## src/rtl/costas_ctrl_pkg.sv

```systemverilog
// ---------------------------------------------------------------------------
// costas_ctrl_pkg
// Shared types and constants for the Costas loop bandwidth scheduler:
//   state_t     - scheduler state (ACQ / PULL / TRACK), 2-bit encoding
//   win_class_t - classification of a completed averaging window
//   MAG_SAT     - magnitude used for the most negative error sample
// ---------------------------------------------------------------------------
package costas_ctrl_pkg;

   typedef enum logic [1:0] {
      ST_ACQ   = 2'd0,
      ST_PULL  = 2'd1,
      ST_TRACK = 2'd2
   } state_t;

   typedef enum logic [1:0] {
      WC_GOOD    = 2'd0,
      WC_NEUTRAL = 2'd1,
      WC_BAD     = 2'd2
   } win_class_t;

   localparam logic [15:0] MAG_SAT = 16'h7FFF;

   // Window mean strictly below lock_th is good, strictly above unlock_th bad.
   function automatic win_class_t classify_window(input logic [15:0] mean,
                                                  input int unsigned lock_th,
                                                  input int unsigned unlock_th);
      win_class_t c;
      c = WC_NEUTRAL;
      if (32'(mean) < lock_th)
         c = WC_GOOD;
      else if (32'(mean) > unlock_th)
         c = WC_BAD;
      return c;
   endfunction

endpackage

```

## src/rtl/costas_gain_scheduler_err_window_avg.sv

```systemverilog
// ---------------------------------------------------------------------------
// err_window_avg
// Averages |phase error| over windows of 2^WIN_LOG2 accepted samples.
// Ports:
//   clk_16M384, rst_n_16M384 - clock, async active-low reset
//   i_clear                  - synchronous clear of the partial window;
//                              a sample accepted in the same cycle is dropped
//   i_error_tdata/tvalid     - signed phase error stream
//   o_win_mean               - mean magnitude of the last completed window
//   o_win_done               - one-cycle pulse when o_win_mean updates
// ---------------------------------------------------------------------------
module err_window_avg
   import costas_ctrl_pkg::*;
#(
   parameter int unsigned WIN_LOG2 = 6
) (
   input  logic        clk_16M384,
   input  logic        rst_n_16M384,
   input  logic        i_clear,
   input  logic [15:0] i_error_tdata,
   input  logic        i_error_tvalid,
   output logic [15:0] o_win_mean,
   output logic        o_win_done
);

   localparam int unsigned AW = 16 + WIN_LOG2;

   logic [15:0]         w_neg;
   logic [15:0]         w_mag;
   logic [AW-1:0]       w_total;
   logic [AW-1:0]       r_acc;
   logic [WIN_LOG2-1:0] r_cnt;
   logic [15:0]         r_win_mean;
   logic                r_win_done;

   assign w_neg = ~i_error_tdata + 16'd1;

   // -32768 has no positive counterpart in 16 bits, so it saturates.
   always_comb begin
      w_mag = i_error_tdata;
      if (i_error_tdata == 16'h8000)
         w_mag = MAG_SAT;
      else if (i_error_tdata[15])
         w_mag = w_neg;
   end

   // Worst case 2^WIN_LOG2 * 32767 fits in AW bits, so no overflow.
   assign w_total = r_acc + {{WIN_LOG2{1'b0}}, w_mag};

   always_ff @(posedge clk_16M384 or negedge rst_n_16M384) begin
      if (!rst_n_16M384) begin
         r_acc      <= '0;
         r_cnt      <= '0;
         r_win_mean <= '0;
         r_win_done <= 1'b0;
      end else begin
         r_win_done <= 1'b0;
         if (i_clear) begin
            r_acc <= '0;
            r_cnt <= '0;
         end else if (i_error_tvalid) begin
            if (&r_cnt) begin
               r_win_mean <= w_total[AW-1:WIN_LOG2];
               r_win_done <= 1'b1;
               r_acc      <= '0;
               r_cnt      <= '0;
            end else begin
               r_acc <= w_total;
               r_cnt <= r_cnt + 1'b1;
            end
         end
      end
   end

   assign o_win_mean = r_win_mean;
   assign o_win_done = r_win_done;

endmodule

```

## src/rtl/costas_gain_scheduler.sv

```systemverilog
// ---------------------------------------------------------------------------
// costas_gain_scheduler
// Sequences the Costas loop feedback shift from acquisition to tracking
// bandwidth based on windowed mean |phase error|, and declares lock.
// Ports:
//   clk_16M384, rst_n_16M384 - clock, async active-low reset
//   error_tdata/tvalid       - signed phase error into the loop filter
//   is_bpsk                  - modulation mode; any change restarts acquisition
//   relock                   - single-cycle restart request
//   FEEDBACK_SHIFT           - registered NCO feedback shift
//   locked                   - registered lock flag
//   state                    - 0 ACQ, 1 PULL, 2 TRACK
//   win_mean, win_done       - last window mean and its update pulse
//
// state | meaning
// ------+-----------------------------------------------------------------
// ACQ   | widest bandwidth, counting consecutive good windows
// PULL  | narrowing bandwidth one shift step per good window
// TRACK | tracking bandwidth, locked; counting consecutive bad windows
// ---------------------------------------------------------------------------
module costas_gain_scheduler
   import costas_ctrl_pkg::*;
#(
   parameter int unsigned WIN_LOG2    = 6,
   parameter int unsigned ACQ_SHIFT   = 2,
   parameter int unsigned TRACK_SHIFT = 6,
   parameter int unsigned LOCK_TH     = 256,
   parameter int unsigned UNLOCK_TH   = 1024,
   parameter int unsigned ACQ_GOOD    = 2,
   parameter int unsigned LOSS_CNT    = 3
) (
   input  logic        clk_16M384,
   input  logic        rst_n_16M384,
   input  logic [15:0] error_tdata,
   input  logic        error_tvalid,
   input  logic        is_bpsk,
   input  logic        relock,
   output logic [3:0]  FEEDBACK_SHIFT,
   output logic        locked,
   output logic [1:0]  state,
   output logic [15:0] win_mean,
   output logic        win_done
);

   localparam logic [3:0] C_ACQ_SHIFT   = 4'(ACQ_SHIFT);
   localparam logic [3:0] C_TRACK_SHIFT = 4'(TRACK_SHIFT);
   localparam logic [3:0] C_ACQ_GOOD    = 4'(ACQ_GOOD);
   localparam logic [3:0] C_LOSS_CNT    = 4'(LOSS_CNT);

   state_t      r_state;
   logic [3:0]  r_shift;
   logic        r_locked;
   logic [3:0]  r_good_cnt;
   logic [3:0]  r_bad_cnt;
   logic        r_bpsk;

   logic        w_restart;
   logic [15:0] w_win_mean;
   logic        w_win_done;
   win_class_t  w_class;
   logic [3:0]  w_good_next;
   logic [3:0]  w_bad_next;
   logic [3:0]  w_shift_next;

   assign w_restart = relock | (is_bpsk ^ r_bpsk);

   err_window_avg #(
      .WIN_LOG2 (WIN_LOG2)
   ) u_err_window_avg (
      .clk_16M384     (clk_16M384),
      .rst_n_16M384   (rst_n_16M384),
      .i_clear        (w_restart),
      .i_error_tdata  (error_tdata),
      .i_error_tvalid (error_tvalid),
      .o_win_mean     (w_win_mean),
      .o_win_done     (w_win_done)
   );

   assign w_class      = classify_window(w_win_mean, LOCK_TH, UNLOCK_TH);
   assign w_good_next  = r_good_cnt + 4'd1;
   assign w_bad_next   = r_bad_cnt + 4'd1;
   assign w_shift_next = r_shift + 4'd1;

   always_ff @(posedge clk_16M384 or negedge rst_n_16M384) begin
      if (!rst_n_16M384) begin
         r_state    <= ST_ACQ;
         r_shift    <= C_ACQ_SHIFT;
         r_locked   <= 1'b0;
         r_good_cnt <= '0;
         r_bad_cnt  <= '0;
         r_bpsk     <= 1'b0;
      end else begin
         r_bpsk <= is_bpsk;
         if (w_restart) begin
            // Overrides any window decision arriving this cycle.
            r_state    <= ST_ACQ;
            r_shift    <= C_ACQ_SHIFT;
            r_locked   <= 1'b0;
            r_good_cnt <= '0;
            r_bad_cnt  <= '0;
         end else begin
            case (r_state)
               ST_ACQ: begin
                  r_locked <= 1'b0;
                  if (w_win_done) begin
                     if (w_class == WC_GOOD) begin
                        if (w_good_next == C_ACQ_GOOD) begin
                           r_state    <= ST_PULL;
                           r_shift    <= C_ACQ_SHIFT + 4'd1;
                           r_good_cnt <= '0;
                        end else begin
                           r_good_cnt <= w_good_next;
                        end
                     end else begin
                        r_good_cnt <= '0;
                     end
                  end
               end
               ST_PULL: begin
                  r_locked <= 1'b0;
                  if (w_win_done) begin
                     if (w_class == WC_GOOD) begin
                        r_shift <= w_shift_next;
                        if (w_shift_next == C_TRACK_SHIFT) begin
                           r_state  <= ST_TRACK;
                           r_locked <= 1'b1;
                        end
                     end else if (w_class == WC_BAD) begin
                        r_state <= ST_ACQ;
                        r_shift <= C_ACQ_SHIFT;
                     end
                  end
               end
               ST_TRACK: begin
                  r_locked <= 1'b1;
                  if (w_win_done) begin
                     if (w_class == WC_BAD) begin
                        if (w_bad_next == C_LOSS_CNT) begin
                           r_state   <= ST_ACQ;
                           r_shift   <= C_ACQ_SHIFT;
                           r_locked  <= 1'b0;
                           r_bad_cnt <= '0;
                        end else begin
                           r_bad_cnt <= w_bad_next;
                        end
                     end else begin
                        r_bad_cnt <= '0;
                     end
                  end
               end
               default: begin
                  // Unused encoding: fall back to acquisition.
                  r_state    <= ST_ACQ;
                  r_shift    <= C_ACQ_SHIFT;
                  r_locked   <= 1'b0;
                  r_good_cnt <= '0;
                  r_bad_cnt  <= '0;
               end
            endcase
         end
      end
   end

   assign FEEDBACK_SHIFT = r_shift;
   assign locked         = r_locked;
   assign state          = r_state;
   assign win_mean       = w_win_mean;
   assign win_done       = w_win_done;

endmodule

```

## config.mk

```make
export PLATFORM = sky130hd
export DESIGN_NAME = costas_gain_scheduler
export DESIGN_NICKNAME = d
export VERILOG_FILES = /design/src/rtl/costas_ctrl_pkg.sv /design/src/rtl/costas_gain_scheduler_err_window_avg.sv /design/src/rtl/costas_gain_scheduler.sv
export SDC_FILE = /design/constraint.sdc
export NUM_CORES = 1
export LEC_CHECK = 0
export CORE_ASPECT_RATIO = 1.4
export CORE_MARGIN = 2
export CORE_UTILIZATION = 50
export DETAILED_ROUTE_END_ITERATION = 16
export GPL_TIMING_DRIVEN = 1
export PLACE_DENSITY = 0.7
export SYNTH_ARGS = -nofsm -noshare
export SYNTH_HDL_FRONTEND = slang
export SYNTH_SLANG_ARGS = --single-unit
```

## constraint.sdc

```tcl
create_clock -name clk_16M384 -period 2.98 [get_ports clk_16M384]
set_clock_uncertainty 0.05 [all_clocks]
set_input_delay 0.745 -clock clk_16M384 [delete_from_list [all_inputs] [get_ports clk_16M384]]
set_output_delay 0.745 -clock clk_16M384 [all_outputs]
set_load 0.005 [all_outputs]
```

Word level (Yosys, flattened, before mapping)
Index checks and enable logic that the tools add are counted.
Operators by class
  add/subtract/negate cells: 6
  multipliers: 0
  div/mod/pow operators: 0
  $lt $le $gt $ge: 2
  equality and inequality tests: 18
  shift operators: 0
  multiplexer cells: 54
  bitwise gates (word level): 4
  reduce and logical (&&, ||, !) cells: 11
Operator list (number)
  2-to-1 mux 4 bit: 18
  2-to-1 mux 22 bit: 3
  2-to-1 mux 16 bit: 2
  2-to-1 mux 2 bit: 13
  adder 22 x 16 -> 22 bit: 1
  2-to-1 mux 6 bit: 3
  adder 16 x 1 -> 16 bit, second input constant: 1
  equality test 16 bit, second input constant: 1
  greater-than comparator 16 x 11 -> 1 bit, second input constant: 1
  < comparator 16 x 9 -> 1 bit, second input constant: 1
  NOT 16 bit: 1
  one-hot mux 4 bit (2 select lines): 2
  AND reduction 8 bit: 2
  adder 4 x 1 -> 4 bit, second input constant: 3
  != test 3 x 2 -> 1 bit, second input constant: 4
  one-hot mux 4 bit (3 select lines): 1
  2-to-1 mux 1 bit: 10
  != test 3 x 1 -> 1 bit, second input constant: 3
  AND reduction 9 bit: 1
  equality test 4 x 2 -> 1 bit, second input constant: 2
  != test 4 x 3 -> 1 bit, second input constant: 2
  adder 6 x 1 -> 6 bit, second input constant: 1
  one-hot mux 2 bit (3 select lines): 1
  AND reduction 6 bit: 1
  12 further kinds: 17
Word-level totals
  flip-flop bits (word level): 61
  latch bits: 0
  RAM bits: 0
  memory bits (read-only): 0
  bits of input ports: 21
  logic and storage cells: 105
  memories: 0

Logic depth before layout (Yosys ltp)
  word-level depth: 9
  mapped depth: 16

Hierarchy
From an unflattened synthesis, not the netlist that was laid out.
Second synthesis, totals
  cell total of the unflattened synthesis: 471
  area, all modules: 4292.9 um2
By module, submodules not included
  err_window_avg: times used 1, cells each 340, area an instance 3108.0 um2
  costas_gain_scheduler: times used 1, cells each 131, area an instance 1184.9 um2

Worst setup path before layout
Ideal clock, no wire load.
  path type: in2reg
  start: input port error_tdata[8]
  end: register u_err_window_avg.r_win_mean[9] (netlist: u_err_window_avg.o_win_mean[9])
  setup time: 125 ps
  arrival time: 3987 ps
  data required time: 2805 ps
  path slack: -1182 ps
  stages on the path: 14
  buffers on the path: 1
  cells stage by stage: or4_4 or4_1 nor3_2 nand3_1 buf_2 nand2_1 ha_1 and2_4 a221oi_4 a21oi_2 or3_4 a221oi_2 xnor2_1 mux2_4
Between the ends
  word-level cells in the longest chain between the ends: 5
  elaborated cells on any way between the ends: 6
  classes of those cells: add/sub: 2; eq/ne: 1; mux: 2; bitwise: 1
Ends and longest elaborated chain
  from (decl): RTL line costas_gain_scheduler.sv:34  | input logic [15:0] error_tdata,
  NOT 16 bit: RTL line costas_gain_scheduler_err_window_avg.sv:36  | assign w_neg = ~i_error_tdata + 16'd1;
  adder 16 x 1 -> 16 bit: RTL line costas_gain_scheduler_err_window_avg.sv:36
  2-to-1 mux 16 bit: RTL line costas_gain_scheduler_err_window_avg.sv:43  | else if (i_error_tdata[15])
  2-to-1 mux 16 bit (*): RTL line costas_gain_scheduler_err_window_avg.sv:41  | if (i_error_tdata == 16'h8000)
  adder 22 x 16 -> 22 bit (*): RTL line costas_gain_scheduler_err_window_avg.sv:48  | assign w_total = r_acc + {{WIN_LOG2{1'b0}}, w_mag};
  to (signal assigned): RTL line costas_gain_scheduler_err_window_avg.sv:63  | r_win_mean <= w_total[AW-1:WIN_LOG2];
  to (decl): RTL line costas_gain_scheduler_err_window_avg.sv:33  | logic [15:0] r_win_mean;
Every way passes the cells marked *; elsewhere a longest branch is shown, timed or not.
A chain may end at the register's enable or synchronous reset.

Worst setup path in the final report
  start: input port error_tdata[7]
  end: register u_err_window_avg.r_win_mean[9] (netlist: u_err_window_avg.o_win_mean[9])
Same word-level chain as after synthesis.

==> flow_metrics.py <==
metrics = {
    "clock_tree": {
        "insertion_delay_ns": 0.33,
        "htree_levels": 3,
        "ctsLongestPathBuffers": 2,
        "cts_hold_buf": 0,
        "cts_root_buffer": "clkbuf_16",
        "numCtsBuffers": 9,
        "cts_tree": "done",
        "clk_pin_slew_ns": 0.05,
        "cts_sinks": 61,
    },
    "floorplan": {
        "die_w_um": 80.4,
        "io_pins": 45,
        "die_area_um2": 8930,
        "core-area_um2": 8050,
        "dieHeight_um": 111,
        "rows": 39,
        "initial_utilization_pct": 50.8,
    },
    "status": {
        "violations": "negative setup slack",
        "status": "finished, violations left",
    },
    "global_route": {
        "grt_use_total_pct": 25.7,
        "antenna_found_initial": 0,
        "grt_overflow": 0,
        "grt_max_degree": 62,
        "grt_pass1_vias": 3907,
        "grt_first_pass_wirelength_mm": 17.9,
    },
    "timing": {
        "finalHoldViolations": 0,
        "min_period_ns": 3.96,
        "worst_hold_slack_ns": 0.348,
        "worst_pin_slew_ns": 0.427,
        "setup_viol": 37,
        "fin_ws_ns": -0.984,
        "finalCritPeriodShare_pct": 133,
        "slew_headroom_pct": 71.1,
        "fmax_ghz": 0.252,
        "rsz0062_at_grt": "yes",
        "slew_viol_final": 0,
    },
    "logic_synthesis": {
        "seq_area_frac_synth_pct": 37.4,
        "synthXorXnorAreaFrac_pct": 7.28,
        "synth_edf_count": 0,
        "synthArstFlopShare_pct": 100,
        "synth_ff_type": "dfrtp_1",
        "synthAdderAreaFrac_pct": 9.05,
        "synth_cell_types": 63,
        "syn_inst": 445,
        "muxShareOfSynthArea_pct": 1.96,
        "yosys.area_share.simple_pct": 19.5,
        "syn-num-nets": 495,
        "synth_compound_area_share_pct": 22.5,
        "syn_area_um2": 4090,
        "ys_warn_count": 0,
        "synth_top_family_by_area": "compound AO/OA/AOI/OAI gates",
        "ys_ff_latch": 61,
        "synth_area_per_cell_um2": 9.19,
    },
    "placed_design": {
        "dp_hpwl_mm": 7.79,
        "dp_slack_ns": -1.78,
        "placedCellCount": 654,
        "port_buffers": 44,
        "gp_congestion": 0.841,
    },
    "final_layout": {
        "nets": 624,
        "instances_no_fill": 681,
        "area_growth_pct": 47.3,
        "final_layout_size_suffix_gt1_share_pct": 32.3,
        "antenna_cells": 0,
    },
    "pwr": {
        "power_mw": 2.47,
        "irDropWorstVdd_mv": 0.338,
        "powerDensity_nw_per_um2": 409,
        "leakage_nw": 2.75,
    },
    "run": {
        "cap_violations": 0,
    },
    "detailed_routing": {
        "avgViaCountPerCell": 5.74,
        "drtPass1Iterations": 4,
        "dr_total_vias": 3908,
        "wire_per_inst_um": 16.1,
        "final_antenna_net_count": 0,
        "wl_mm": 11.0,
        "first_iter_violations": 198,
        "drcViolationCount": 0,
    },
    "critical_path": {
        "required_ns": 3.14,
        "cp_data_arrival_time_ns": 4.13,
        "reg2reg_from": "u_err_window_avg.r_acc[0]",
        "crit_path_start": "error_tdata[7]",
        "worstSetupPathType": "primary input to flip-flop",
        "start_kind": "primary input",
        "end_kind": "flip-flop",
        "cp_max_fo": 3,
    },
    "min_path": {
        "min_path_type": "primary input to async pin",
    },
}
cell usage after synthesis, drive strengths merged, types with 4 or more instances:
cell    count  area, um^2
a22o       13         115
a31oi       6        37.5
and2        4        27.5
dfrtp      60        1500
nand2b      5        38.8
or3         6        47.5
clkbuf     11        41.3
nand4       5        31.3
o21a        5        37.5
a21o        9        67.6
o21ai      50         250
o31ai       9        72.6
nor2       23        86.3
nor4        4        40.0
and3        7        43.8
xnor2      13         114
mux2        5        60.1
ha         28         350
nand3      17        85.1
a21oi      16        87.6
nand2      68         255
xor2       21         184
inv        12        45.0
or4         4        33.8
critical path, stage by stage:
cell and delay (ns):
buf_6 0.09, or4_4 0.52, or4_4 0.46, nor3_4 0.20, buf_4 0.13, nand2b_4 0.11
o21ai_0 0.07, o21ai_1 0.13, ha_1 0.26, buf_4 0.15, a21o_1 0.19, or3_4 0.41
a221oi_4 0.28, xnor2_2 0.11, mux2_4 0.26
final timing paths:
path,end,slack (ns),cells past startpoint
max,u_err_window_avg.o_win_mean[9],-0.98,15
min,r_bad_cnt[0],0.35,2
max reg2reg,u_err_window_avg.r_acc[10],0.37,9
min reg2reg,u_err_window_avg.o_win_mean[2],0.44,2
max in group asynchronous,FEEDBACK_SHIFT[1],2.19,2
min in group clk_16M384,u_err_window_avg.o_win_mean[2],0.44,2
cells by family (layout without fill, tap and decap cells):
kind of cell,count (synthesis),after routing
compound gates,131,131
xor+xnor,34,34
fa+ha+maj,29,29
buf+inv,25,159
flops,61,61
mux,7,7
simple gates,158,158
final cells by class:
cell class                      count  area, um^2
Clock buffer                       11         243
Sequential cell                    61        1530
Inverter                           12        45.0
Clock inverter                      5        27.5
Fill cell                         560        2030
Multi-Input combinational cell    359        2910
Timing Repair Buffer              131        1150
Tap cell                          102         128
metrics by stage:
stage,instance area [um^2],utilization (%),TNS [ns]
after global routing,6030,74.8,-33.48
after global placement,5320,66.1,-53.42
after floorplan,4230,-,-27.67
final,6030,74.8,-27.62
after CTS,5830,72.4,-28.85
after detailed placement,5320,66.1,-55.99
cell usage in the layout (no fill, tap or decap), types with 9 or more instances in the layout:
master | netlist | final
o21ai_1 | 1 | 17
a21oi_1 | 14 | 9
buf_4 | 0 | 74
o21ai_0 | 49 | 27
nand2_1 | 68 | 63
nand3_1 | 17 | 12
nor2_1 | 23 | 19
xor2_1 | 21 | 16
a22o_1 | 12 | 12
dfrtp_1 | 60 | 60
clkbuf_16 | 0 | 9
clkdlybuf4s50_1 | 0 | 34
ha_1 | 28 | 22
buf_6 | 0 | 13
inv_1 | 12 | 12
power by group:
group	total, mW	leakage [nW]	internal, mW	switching, mW
Clock	0.939	0.135	0.578	0.360
Combinational	0.646	1.78	0.321	0.325
Sequential	0.883	0.839	0.854	0.0284
sequential cells by signal, summed over array words and instances, names as in the netlist, 2 cells and up:
register,cells
u_err_window_avg.o_win_mean,16
FEEDBACK_SHIFT,4
r_good_cnt,4
state,2
u_err_window_avg.r_acc,22
u_err_window_avg.r_cnt,6
r_bad_cnt,4
metal layers:
metal  global-route usage, %  wire [um]  vias up
li1                        -          -     1883
met1                    28.6       4360     1912
met2                    46.5       6010       88
met3                    5.86        353       25
met4                    9.27        264        0
met5                       0          0        -
what timing repair did:
item	4_1_cts	5_1_grt
pin swaps	34	29
setup buffers	9	4
setup endpoints to repair	38	37
gates resized for setup	62	37
hold endpoints to repair	0	0
Note: power is estimated with default switching activity, not from simulation.
